## src/rtl/bus_arbiter.sv

```systemverilog
// Two-port shared-memory arbiter: fetch (IF) and data (MEM) sides share one bus,
// one outstanding transaction, alternating priority, wait-state timeout abort.
module bus_arbiter #(
  parameter int unsigned TIMEOUT = 16
) (
  input  logic        clk,
  input  logic        rst,
  input  logic        if_ce_i,
  input  logic [31:0] if_addr_i,
  output logic [31:0] if_rdata_o,
  output logic        if_stallreq_o,
  input  logic        mem_ce_i,
  input  logic        mem_we_i,
  input  logic [31:0] mem_addr_i,
  input  logic [31:0] mem_wdata_i,
  output logic [31:0] mem_rdata_o,
  output logic        mem_stallreq_o,
  output logic        bus_req_o,
  output logic        bus_we_o,
  output logic [31:0] bus_addr_o,
  output logic [31:0] bus_wdata_o,
  input  logic [31:0] bus_rdata_i,
  input  logic        bus_ack_i,
  output logic        err_o
);

  localparam int unsigned DW = 32;
  localparam int unsigned CW = 8;
  localparam logic [CW-1:0] CNT_LAST = CW'(TIMEOUT - 1);

  typedef enum logic [1:0] {
    IDLE   = 2'd0,
    BUSY_M = 2'd1,
    BUSY_I = 2'd2
  } state_e;

  state_e        state_q, state_d;
  logic [CW-1:0] cnt_q, cnt_d;
  logic          last_mem_q, last_mem_d;
  logic          if_done_q, if_done_d;
  logic          mem_done_q, mem_done_d;
  logic [DW-1:0] if_rdata_q, if_rdata_d;
  logic [DW-1:0] mem_rdata_q, mem_rdata_d;
  logic          bus_req_q, bus_req_d;
  logic          bus_we_q, bus_we_d;
  logic [DW-1:0] bus_addr_q, bus_addr_d;
  logic [DW-1:0] bus_wdata_q, bus_wdata_d;
  logic          err_q, err_d;
  logic          if_elig, mem_elig, grant_mem;

  // A port that just completed sits out one cycle so a held ce cannot replay a store.
  assign if_elig   = if_ce_i & ~if_done_q;
  assign mem_elig  = mem_ce_i & ~mem_done_q;
  assign grant_mem = mem_elig & ~(if_elig & last_mem_q);

  always_comb begin
    state_d     = state_q;
    cnt_d       = cnt_q;
    last_mem_d  = last_mem_q;
    if_done_d   = 1'b0;
    mem_done_d  = 1'b0;
    if_rdata_d  = if_rdata_q;
    mem_rdata_d = mem_rdata_q;
    bus_req_d   = bus_req_q;
    bus_we_d    = bus_we_q;
    bus_addr_d  = bus_addr_q;
    bus_wdata_d = bus_wdata_q;
    err_d       = 1'b0;

    unique case (state_q)
      IDLE: begin
        if (grant_mem) begin
          state_d     = BUSY_M;
          cnt_d       = '0;
          bus_req_d   = 1'b1;
          bus_we_d    = mem_we_i;
          bus_addr_d  = mem_addr_i;
          bus_wdata_d = mem_wdata_i;
        end else if (if_elig) begin
          state_d     = BUSY_I;
          cnt_d       = '0;
          bus_req_d   = 1'b1;
          bus_we_d    = 1'b0;
          bus_addr_d  = if_addr_i;
          bus_wdata_d = '0;
        end
      end
      BUSY_M, BUSY_I: begin
        if (bus_ack_i || cnt_q == CNT_LAST) begin
          state_d    = IDLE;
          bus_req_d  = 1'b0;
          bus_we_d   = 1'b0;
          last_mem_d = (state_q == BUSY_M);
          err_d      = ~bus_ack_i;
          if (state_q == BUSY_M) begin
            mem_done_d  = 1'b1;
            mem_rdata_d = bus_ack_i ? bus_rdata_i : '0;
          end else begin
            if_done_d  = 1'b1;
            if_rdata_d = bus_ack_i ? bus_rdata_i : '0;
          end
        end else begin
          cnt_d = cnt_q + CW'(1);
        end
      end
      default: state_d = IDLE;
    endcase
  end

  always_ff @(posedge clk or negedge rst) begin
    if (!rst) begin
      state_q     <= IDLE;
      cnt_q       <= '0;
      last_mem_q  <= 1'b0;
      if_done_q   <= 1'b0;
      mem_done_q  <= 1'b0;
      if_rdata_q  <= '0;
      mem_rdata_q <= '0;
      bus_req_q   <= 1'b0;
      bus_we_q    <= 1'b0;
      bus_addr_q  <= '0;
      bus_wdata_q <= '0;
      err_q       <= 1'b0;
    end else begin
      state_q     <= state_d;
      cnt_q       <= cnt_d;
      last_mem_q  <= last_mem_d;
      if_done_q   <= if_done_d;
      mem_done_q  <= mem_done_d;
      if_rdata_q  <= if_rdata_d;
      mem_rdata_q <= mem_rdata_d;
      bus_req_q   <= bus_req_d;
      bus_we_q    <= bus_we_d;
      bus_addr_q  <= bus_addr_d;
      bus_wdata_q <= bus_wdata_d;
      err_q       <= err_d;
    end
  end

  assign if_rdata_o     = if_rdata_q;
  assign mem_rdata_o    = mem_rdata_q;
  assign if_stallreq_o  = if_ce_i & ~if_done_q;
  assign mem_stallreq_o = mem_ce_i & ~mem_done_q;
  assign bus_req_o      = bus_req_q;
  assign bus_we_o       = bus_we_q;
  assign bus_addr_o     = bus_addr_q;
  assign bus_wdata_o    = bus_wdata_q;
  assign err_o          = err_q;

endmodule
```

## config.mk

```make
export PLATFORM = sky130hd
export DESIGN_NAME = bus_arbiter
export DESIGN_NICKNAME = d
export VERILOG_FILES = /design/src/rtl/bus_arbiter.sv
export SDC_FILE = /design/constraint.sdc
export NUM_CORES = 1
export LEC_CHECK = 0
export ABC_AREA = 0
export BUFFER_PORTS_ARGS = -buffer_cell sky130_fd_sc_hd__buf_2
export CORE_MARGIN = 5
export CORE_UTILIZATION = 48
export CTS_CLUSTER_DIAMETER = 30
export DETAILED_ROUTE_END_ITERATION = 8
export PLACE_DENSITY = 0.8
export SLEW_MARGIN = 20
export SYNTH_ARGS = -nofsm -noshare
export SYNTH_HDL_FRONTEND = slang
export SYNTH_SLANG_ARGS = --single-unit
```

## constraint.sdc

```tcl
create_clock -name clk -period 2.6 [get_ports clk]
set_input_delay 0.26 -clock clk [delete_from_list [all_inputs] [get_ports clk]]
set_output_delay 0.26 -clock clk [all_outputs]
set_load 0.01 [all_outputs]
```

==> out/metrics.yaml, run 1 <==
ant_nets: 0
yosys.cell_types.count: 40
cap_violations: 0
p_seq_frac: 0.360
synth_seq_cells: 144
p_total_w: 0.01046
final_cell_mix: "buf_2 (265), dfrtp_1 (144), nand2_1 (43)"
cts_sinks: 144
crit_arrival_ps: 2600
power.share.combinational: 0.376
layout-drive-gt1-share: 0.5106
die_w_um: 123.5
yosysTopAreaCellShare: 0.5823
cts_tree: "done"
grt-ovfl-total: 0
route.detailed.drc: 0
rows: 41
finalHoldViolCount: 0
power.density_nw_per_um2: 1245
port_buffers: 266
core_um2: 12620
numCtsBuffers: 17
wl_per_cell_um: 17.38
final_common_cell: "buf_2"
h-tree-depth: 4
die-area_um2: 15260
period_share: 0.8876
first_iter_violations: 388
cp-end-kind: "flop"
grt_pass1_vias: 4858
syn_area_um2: 6188
insertion_delay_ps: 420
post-cts-setup-buffers: 0
start_util: 0.4904
min_path_type: "input port to flop"
dr.pass1.iters: 4
synth_top_area_cell: "dfrtp_1"
setup_violations: 0
max-vdd-ir-drop_v: 0.0005219
avgViaCountPerCell: 5.089
grt_max_degree: 87
finalNonFillerCells: 926
whs_ps: 69.37
syn_inst: 473
rsz0062_at_grt: "no"
dp_hpwl_um: 11740
clkTransAtPathRegs_ps: 60
cts-root-buf: "clkbuf_16"
synth.area.top_cells: "dfrtp_1 (58%), mux2_2 (6.9%), mux2_4 (6.8%)"
switchingPower_w: 0.003528
cp.required_ps: 2900
place_inst: 893
cts_max_path_buffers: 2
report.final.slew_viol_count: 0
tightest_slew_ps: 653.9
yosys_warnings: 0
cp_max_fo: 23
syn_nets: 610
vias: 4712
tns_ps: 0
power_switching_share: 0.3372
boundaryPins: 267
skew_ps: 5.103
status: "complete, no violations"
leakagePower_nw: 4.581
crit_type: "flop to flop"
grt_pass1_wl_um: 24630
track_usage: 0.2099
antenna_found_initial: 0
p_int_w: 0.006934
ys_seq_area_frac: 0.5823
num_antenna_cells: 0
synthToLayoutAreaGrowth_pct: 35.81
period_minus_slack_ps: 2308
syn_avg_cell_area_um2: 13.08
gp_congestion: 0.8684
cp-start-kind: "flop"
nNetsFinal: 878
clkPwrFrac: 0.265
drt-total-wl_um: 16100
chipHeight_um: 123.5
max-slew-margin-rel: 0.5641
fmax_mhz: 433.3
## area by class of cell
cell class                      instances  area (um2)
Fill cell                             953        4215
Sequential cell                       144        3603
Multi-Input combinational cell        292        2401
Timing Repair Buffer                  277        1473
Clock buffer                           21       470.5
Tap cell                              172       215.2
Clock inverter                         11       207.7
Inverter                                9       33.78
## synthesized netlist by cell type (all sizes together)
| cell | instances |
|---|---|
| a211oi | 1 |
| a21o | 3 |
| a21oi | 3 |
| a22o | 35 |
| a22oi | 1 |
| a31o | 1 |
| a31oi | 5 |
| a32o | 1 |
| and2 | 35 |
| and3 | 2 |
| buf | 17 |
| clkbuf | 11 |
| dfrtp | 144 |
| ha | 3 |
| inv | 9 |
| mux2 | 66 |
| mux2i | 32 |
| nand2 | 43 |
| nand2b | 5 |
| nand3 | 7 |
| nand4 | 2 |
| nor2 | 5 |
| nor2b | 2 |
| nor3 | 2 |
| nor4 | 1 |
| o21ai | 34 |
| o221ai | 2 |
| o2bb2ai | 1 |
## final timing paths
check / slack, ps / startpoint / cells past startpoint / to
setup reg to reg: 290 / cnt_q[0]$_DFFE_PN0P_ / 6 / mem_rdata_o[14]$_DFFE_PN0P_
max in group asynchronous: 1380 / rst / 3 / bus_wdata_o[20]$_DFFE_PN0P_
min in group asynchronous: 430 / rst / 2 / if_rdata_o[29]$_DFFE_PN0P_
setup / recovery: 290 / cnt_q[0]$_DFFE_PN0P_ / 6 / mem_rdata_o[14]$_DFFE_PN0P_
hold / removal: 70 / mem_wdata_i[2] / 2 / bus_wdata_o[2]$_DFFE_PN0P_
hold reg to reg: 470 / bus_addr_o[18]$_DFFE_PN0P_ / 2 / bus_addr_o[18]$_DFFE_PN0P_
## per-layer routing
| layer | GRT usage | routed length, um | part of all wire |
|---|---|---|---|
| met5 | 0 | 0 | 0 |
| met4 | 0.09619 | 464 | 0.029 |
| met3 | 0.05764 | 977 | 0.061 |
| met2 | 0.3513 | 8438 | 0.52 |
| met1 | 0.2527 | 6214 | 0.39 |
## state kept, by name, summed over array words and instances, names as in the netlist, 2 cells and up
| name | flops |
|---|---|
| if_rdata_o | 32 |
| mem_rdata_o | 32 |
| bus_wdata_o | 32 |
| cnt_q | 8 |
| bus_addr_o | 32 |
| state_q | 2 |
## through the flow
| step | setup slack, ps | utilization | cell area [um2] |
|---|---|---|---|
| final | 292.4 | 0.6660 | 8404 |
| after floorplan | 589.3 | - | 6188 |
| after global routing | 193.7 | 0.6660 | 8404 |
| after CTS | 292.5 | 0.6660 | 8404 |
| after global placement | 381.9 | 0.6114 | 7716 |
| after detailed placement | 319.5 | 0.6114 | 7716 |
## worst max-delay path, stage by stage, from the launching register on
cell and delay [ps]:
dfrtp_1 410, ha_1 260, and3_2 270, a31oi_4 350, nand2b_2 310, buf_12 240
mux2_2 350
## power groups by stage
stage	combinational, W	sequential (W)	clock [W]
floorplan	0.00195	0.00414	0
global placement	0.00383	0.00373	0
detailed placement	0.00396	0.00377	0
CTS	0.00399	0.00376	0.00282
global route	0.00427	0.00387	0.00292
finish	0.00393	0.00376	0.00277
## what timing repair did
action	CTS	global route
gates resized for setup	0	0
hold endpoints to repair	70	0
hold buffers	1	0
## cells by family (layout without fill, tap and decap cells)
kind of cell	count (synthesis)	in the layout	share of synthesized area
buf+inv	37	318	0.03477
simple gates	104	104	0.08734
mux	98	98	0.1888
compound gates	87	87	0.1007
fa+ha+maj	3	3	0.006066
flops	144	144	0.5823
No activity file was read; power rests on OpenSTA's default activity.
==> run 2, diff against run 1 <==
CELL_PAD_IN_SITES_DETAIL_PLACEMENT = 0   (was default)
CELL_PAD_IN_SITES_GLOBAL_PLACEMENT = 1   (was default)
CORE_UTILIZATION = 33   (was 48)
PLACE_DENSITY = 0.75   (was 0.8)
clock period = 2 ns   (was 2.6 ns; I/O delays follow)
==> run 2 against run 1 <==
  * Global-route usage is 5.0 points lower
  * Utilization decreased by 19 points
  * Clock power increased by 23%
  * Final area increased by 5.1%
  * Critical path depth grew 1
  * Fmax grew 19%
  * Worst hold slack worse by 45 ps
  * First-iteration DRC count decreased by 60%
  * Non-clock buffer count rose by 32
  * Sequential share of layout area is 2.1 points lower
  * Critical path type unchanged
  * Largest cell class unchanged
==> out/metrics.yaml, run 2 (synthesized netlist as in run 1, its figures left out) <==
status: "complete, no violations"
max-slew-margin-rel: 0.7138  # +0.1497
use_met3: 0.05953  # +0.001892
cts_tree: "done"
gp_congestion: 0.7779  # -10%
die_w_um: 146.9  # +19%
start_util: 0.3331  # -0.1573
final_common_cell: "buf_2"
nNetsFinal: 910  # +3.6%
rsz0062_at_grt: "no"
period_minus_slack_ps: 1937  # -370.5 ps
antenna_found_initial: 1  # +1
chipHeight_um: 146.9  # +19%
regToRegSetupSlack_ps: 60  # -230 ps
endpoint: "mem_rdata_o[16]$_DFFE_PN0P_"
skew_ps: 8.293  # +3.190 ps
wl_per_cell_um: 16.93  # -2.6%
startpoint: "state_q[0]$_DFFE_PN0P_"
route.detailed.drc: 0  # unchanged
p_total_w: 0.01370  # +31%
power_switching_share: 0.3465  # +0.009286
drt-total-wl_um: 17270  # +7.3%
period_share: 0.9686  # +0.08101
dp_hpwl_um: 13010  # +11%
max-vdd-ir-drop_v: 0.0006752  # +29%
cp-start-kind: "flop"
crit_arrival_ps: 2230  # -370 ps
insertion_delay_ps: 410  # about the same
numCtsBuffers: 17  # unchanged
grt_pass1_vias: 5038  # +3.7%
grt-busiest-layer: "met2"
regArea_um2: 3603  # unchanged
grt-ovfl-total: 0  # unchanged
port_buffers: 266  # unchanged
clkTransAtPathRegs_ps: 60  # about the same
boundaryPins: 267  # unchanged
setup_violations: 0  # unchanged
final_cell_mix: "buf_2 (265), dfrtp_1 (144), nand2_1 (43)"
tns_ps: 0  # unchanged
whs_ps: 23.96  # -45.41 ps
dr.pass1.iters: 4  # unchanged
h-tree-depth: 4  # unchanged
fillers: 1699  # +78%
finalHoldViolCount: 0  # unchanged
track_usage: 0.1598  # -0.05012
cp_max_fo: 11  # -52%
report.final.slew_viol_count: 0  # unchanged
tightest_slew_ps: 429.4  # -224.5 ps
grt_pass1_wl_um: 27580  # +12%
cp-end-kind: "flop"
use_met1: 0.2109  # -0.04176
grt_max_degree: 89  # +2.3%
p_seq_frac: 0.356  # -0.004
ant_nets: 0  # unchanged
synthToLayoutAreaGrowth_pct: 42.74
min_path_type: "input port to flop"
reg2regPathDepth: 7  # +1
timing.rr.end: "mem_rdata_o[16]$_DFFE_PN0P_"
first_iter_violations: 156  # -60%
clkPwrFrac: 0.250  # -0.015
fmax_mhz: 516.2  # +19%
avgViaCountPerCell: 4.631  # -9.0%
multiInputGateArea_um2: 2420  # +0.78%
cp.required_ps: 2290  # -610 ps
rr_startpoint: "state_q[0]$_DFFE_PN0P_"
power.density_nw_per_um2: 1550  # +25%
crit_type: "flop to flop"
switchingPower_w: 0.004746  # +35%
rows: 50  # +22%
vias: 4724  # +0.25%
die-area_um2: 21590  # +41%
core_um2: 18580  # +47%
cts_sinks: 144  # unchanged
cts-root-buf: "clkbuf_16"
cap_violations: 0  # unchanged
power.share.combinational: 0.394  # +0.018
grt_use_met2: 0.2454  # -0.1059
cts_max_path_buffers: 2  # unchanged
layout-drive-gt1-share: 0.5096  # -0.001056
p_int_w: 0.008950  # +29%
leakagePower_nw: 4.733  # +3.3%
==> run 2: power by group through the flow <==
stage	combinational [W]	clock (W)	sequential, W
6_report	0.00540	0.00342	0.00487
5_1_grt	0.00592	0.00364	0.00503
4_1_cts	0.00548	0.00353	0.00487
3_5_place_dp	0.00545	0	0.00488
3_3_place_gp	0.00536	0	0.00488
2_1_floorplan	0.00257	0	0.00538
==> run 2: area by class of cell <==
cell class,count,share of cell area
sequential,144,0.4079
multi-input combinational,292,0.2739
timing repair buffer,309,0.2084
clock buffer,18,0.04972
tap,234,0.03314
clock inverter,13,0.02280
inverter,9,0.003824
antenna,1,0.0002833
==> run 2: metrics by stage <==
| stage | util | worst slack [ps] | std cells | cell area (um2) |
|---|---|---|---|---|
| 6_report | 0.4754 | 62.88 | 1020 | 8833 |
| 5_1_grt | 0.4754 | 6.406 | 1020 | 8833 |
| 3_5_place_dp | 0.4286 | 22.44 | 965 | 7963 |
| 4_1_cts | 0.4749 | 12.85 | 1018 | 8823 |
| 3_3_place_gp | 0.4286 | 86.89 | 965 | 7963 |
| 2_1_floorplan | - | 25.85 | 473 | 6208 |
==> run 2: critical path, stage by stage (launching register included) <==
cell and delay (ps):
dfrtp_1 400, inv_2 80, ha_4 220, and2_2 190, a31oi_4 200, nand2b_4 230, buf_12 160, mux2_2 330
==> run 2: timing repair <==
item,in CTS,in global routing
gates resized for setup,0,2
hold endpoints to repair,60,0
setup buffers,0,1
hold buffers,22,0
setup endpoints to repair,0,26
==> run 2: layer usage <==
metal / up-vias / share of wire
met5: - / 0
met3: 14 / 0.093
met2: 213 / 0.46
li1: 2287 / -
met1: 2210 / 0.44
met4: 0 / 0.011
==> run 2: how the worst min path moves through the flow <==
stage | cells after the start | end | slack, ps | from
final | 2 | bus_wdata_o[24]$_DFFE_PN0P_ | 20 | mem_wdata_i[24]
after global routing | 2 | bus_wdata_o[15]$_DFFE_PN0P_ | 8 | mem_wdata_i[15]
after CTS | 2 | bus_wdata_o[24]$_DFFE_PN0P_ | 0.09 | mem_wdata_i[24]
after detailed placement | 1 | if_rdata_o[21]$_DFFE_PN0P_ | 150 | rst
after global placement | 1 | if_rdata_o[15]$_DFFE_PN0P_ | 160 | rst
after floorplan | 0 | bus_addr_o[0]$_DFFE_PN0P_ | -100 | rst
==> run 3, diff against run 2 <==
ABC_AREA = 1   (was 0)
CORE_UTILIZATION = 31   (was 33)
==> run 3 against run 2 <==
  * Clock skew rose by 3.1 ps
  * Sequential power fell by 4.3%
  * Worst hold slack got worse by 0.88 ps
  * Final cell count rose by 22%
  * Clock power fell by 7.9%
  * Highest routed layer unchanged
==> out/metrics.yaml, run 3 <==
status: "complete, no violations"
syn_nets: 812  # +33%
synthArstFlopShare: 1.000  # unchanged
p_int_w: 0.007829  # -13%
grt_pass1_vias: 5378  # +6.7%
syn_avg_cell_area_um2: 9.101  # -30%
rows: 51  # +2.0%
drt-total-wl_um: 18360  # +6.3%
final_cell_mix: "buf_2 (265), nand2_1 (245), dfrtp_1 (144)"
leakagePower_nw: 4.509  # -4.7%
num_antenna_cells: 0  # -1
grt-ovfl-total: 0  # unchanged
power.share.combinational: 0.381  # -0.013
finalHoldViolCount: 0  # unchanged
yosysTopAreaCellShare: 0.5866  # +0.004269
route.detailed.drc: 0  # unchanged
power_switching_share: 0.3800  # +0.03344
period_minus_slack_ps: 1662  # -275.3 ps
cp_common_cell: "nand2_1"
dr.pass1.iters: 4  # unchanged
boundaryPins: 267  # unchanged
slowest_stage: "ha_1"
power.density_nw_per_um2: 1463  # -5.6%
gp_congestion: 0.7841  # +0.80%
place_inst: 1183  # +23%
tns_ps: 0  # unchanged
die_w_um: 150.8  # +2.6%
insertion_delay_ps: 410  # about the same
regToRegSetupSlack_ps: 340  # +280 ps
period_share: 0.8309  # -0.1377
track_usage: 0.1584  # -0.001394
cts_sinks: 144  # unchanged
die-area_um2: 22730  # +5.3%
chipHeight_um: 150.8  # +2.6%
port_buffers: 266  # unchanged
yosysMostFrequentCell: "nand2_1"
clkTransAtPathRegs_ps: 60  # about the same
final_common_cell: "buf_2"
fmax_mhz: 601.8  # +17%
whs_path_depth: 3  # +1
yosys-top-cells-count: "nand2_1 (245), dfrtp_1 (144), inv_1 (46), nor2_1 (44), o21ai_2 (37)"
cp-end-kind: "flop"
clkPwrFrac: 0.250  # about the same
wl_per_cell_um: 14.76  # -13%
h-tree-depth: 4  # unchanged
min_to: "bus_wdata_o[28]$_DFFE_PN0P_"
cts_tree: "done"
tightest_slew_ps: 491.7  # +62.34 ps
p_total_w: 0.01263  # -7.8%
synth_flop_cell: "dfrtp_1"
setup_violations: 0  # unchanged
startpoint: "state_q[0]$_DFFE_PN0P_"
max_stage_delay_ps: 400  # about the same
syn_inst: 675  # +43%
cts-root-buf: "clkbuf_16"
first_iter_violations: 231  # +48%
switchingPower_w: 0.004798  # +1.1%
finalNonFillerCells: 1244  # +22%
ys_seq_area_frac: 0.5866  # +0.004269
post-cts-setup-buffers: 0  # unchanged
numCtsBuffers: 17  # unchanged
cp_max_fo: 10  # -1
vias: 5432  # +15%
fillers: 1957  # +15%
yosys_warnings: 0  # unchanged
synthToLayoutAreaGrowth_pct: 40.49
timing.rr.end: "cnt_q[0]$_DFFE_PN0P_"
nNetsFinal: 1103  # +21%
critPathTopFamily: "simple AND/OR/NAND/NOR gates"
cts_max_path_buffers: 2  # unchanged
rr_startpoint: "state_q[0]$_DFFE_PN0P_"
synth_seq_cells: 144  # unchanged
grt_max_degree: 83  # -6.7%
synth.area.top_cells: "dfrtp_1 (59%), nand2_1 (15%), o21ai_2 (5.3%)"
syn_area_um2: 6143  # -0.73%
report.final.slew_viol_count: 0  # unchanged
crit_buf_inv: 3  # +1
yosys.cell_types.count: 24  # -40%
core_um2: 19460  # +4.7%
skew_ps: 11.38  # +3.088 ps
max-slew-margin-rel: 0.6722  # -0.04156
cp-start-kind: "flop"
cp_cell_sequence: "inv_1, ha_1, inv_2, nand2_1, nand2_1, inv_2, nand2_1, nand2_1, nand2_1"
ant_nets: 0  # unchanged
cap_violations: 0  # unchanged
synth_top_area_cell: "dfrtp_1"
start_util: 0.3157  # -0.01741
cp.required_ps: 2300  # about the same
rsz0062_at_grt: "no"
min_path_type: "input port to flop"
layout-drive-gt1-share: 0.3636  # -0.1459
dp_hpwl_um: 13100  # +0.67%
reg2regPathDepth: 9  # +2
max-vdd-ir-drop_v: 0.0006787  # +0.53%
min_from: "mem_wdata_i[28]"
synth_edf_count: 0  # unchanged
grt_pass1_wl_um: 28320  # +2.7%
avgViaCountPerCell: 4.367  # -5.7%
antenna_found_initial: 0  # -1
crit_type: "flop to flop"
p_seq_frac: 0.369  # +0.013
crit_arrival_ps: 1960  # -270 ps
==> run 3: worst min-delay path, cell delays in order <==
cell,delay [ps]
buf_2,70
nand2_1,40
o21ai_1,70
==> run 3: cell type report <==
type | count | area [um2] | share of cell area
multi-input combinational | 446 | 2131 | 0.2469
timing repair buffer | 309 | 1795 | 0.2080
tap | 265 | 331.6 | 0.03842
clock inverter | 12 | 132.6 | 0.01537
clock buffer | 20 | 456.7 | 0.05291
inverter | 48 | 180.2 | 0.02088
sequential | 144 | 3603 | 0.4175
==> run 3: worst max path at each step <==
stage,endpoint,slack (ps),cells after the start
finish,cnt_q[0]$_DFFE_PN0P_,340,9
global route,cnt_q[5]$_DFFE_PN0P_,180,9
CTS,cnt_q[7]$_DFFE_PN0P_,330,9
detailed placement,cnt_q[7]$_DFFE_PN0P_,340,9
global placement,cnt_q[7]$_DFFE_PN0P_,350,9
floorplan,cnt_q[0]$_DFFE_PN0P_,520,9
==> run 3: cell families after synthesis <==
kind of cell    Yosys count  share of synthesized area
compound gates          133                     0.1407
xor+xnor                  1                   0.001426
fa+ha+maj                 3                   0.006111
buf+inv                  85                    0.06782
flops                   144                     0.5866
simple gates            309                     0.1974
==> run 3: repair_timing <==
| action | 4_1_cts | 5_1_grt |
|---|---|---|
| gates resized for setup | 0 | 0 |
| hold buffers | 29 | 0 |
| hold endpoints to repair | 72 | 0 |
| setup endpoints to repair | 0 | 0 |
==> run 3: metal layers <==
metal  GRT usage  vias to the layer above  share of wire
met2      0.2713                      131           0.51
met4     0.05576                        0          0.016
met5           0                        -              0
met3     0.02932                       16          0.048
li1            -                     2755              -
met1      0.2009                     2530           0.42
==> run 3: power by group through the flow <==
stage	registers [W]	logic, W	clock network, W
floorplan	0.00522	0.00233	0
global placement	0.00468	0.00480	0
detailed placement	0.00470	0.00484	0
CTS	0.00466	0.00490	0.00325
global route	0.00479	0.00536	0.00337
finish	0.00466	0.00482	0.00315
==> run 3: per-stage QoR <==
step,util,hold WS (ps),area (um2),setup WS (ps)
6_report,0.4435,23.09,8631,338.2
5_1_grt,0.4435,23.49,8631,176.4
4_1_cts,0.4435,0.6021,8631,334.1
3_5_place_dp,0.3983,186.7,7751,341.4
3_3_place_gp,0.3983,180.6,7751,345.7
2_1_floorplan,-,-95.59,6143,517.8
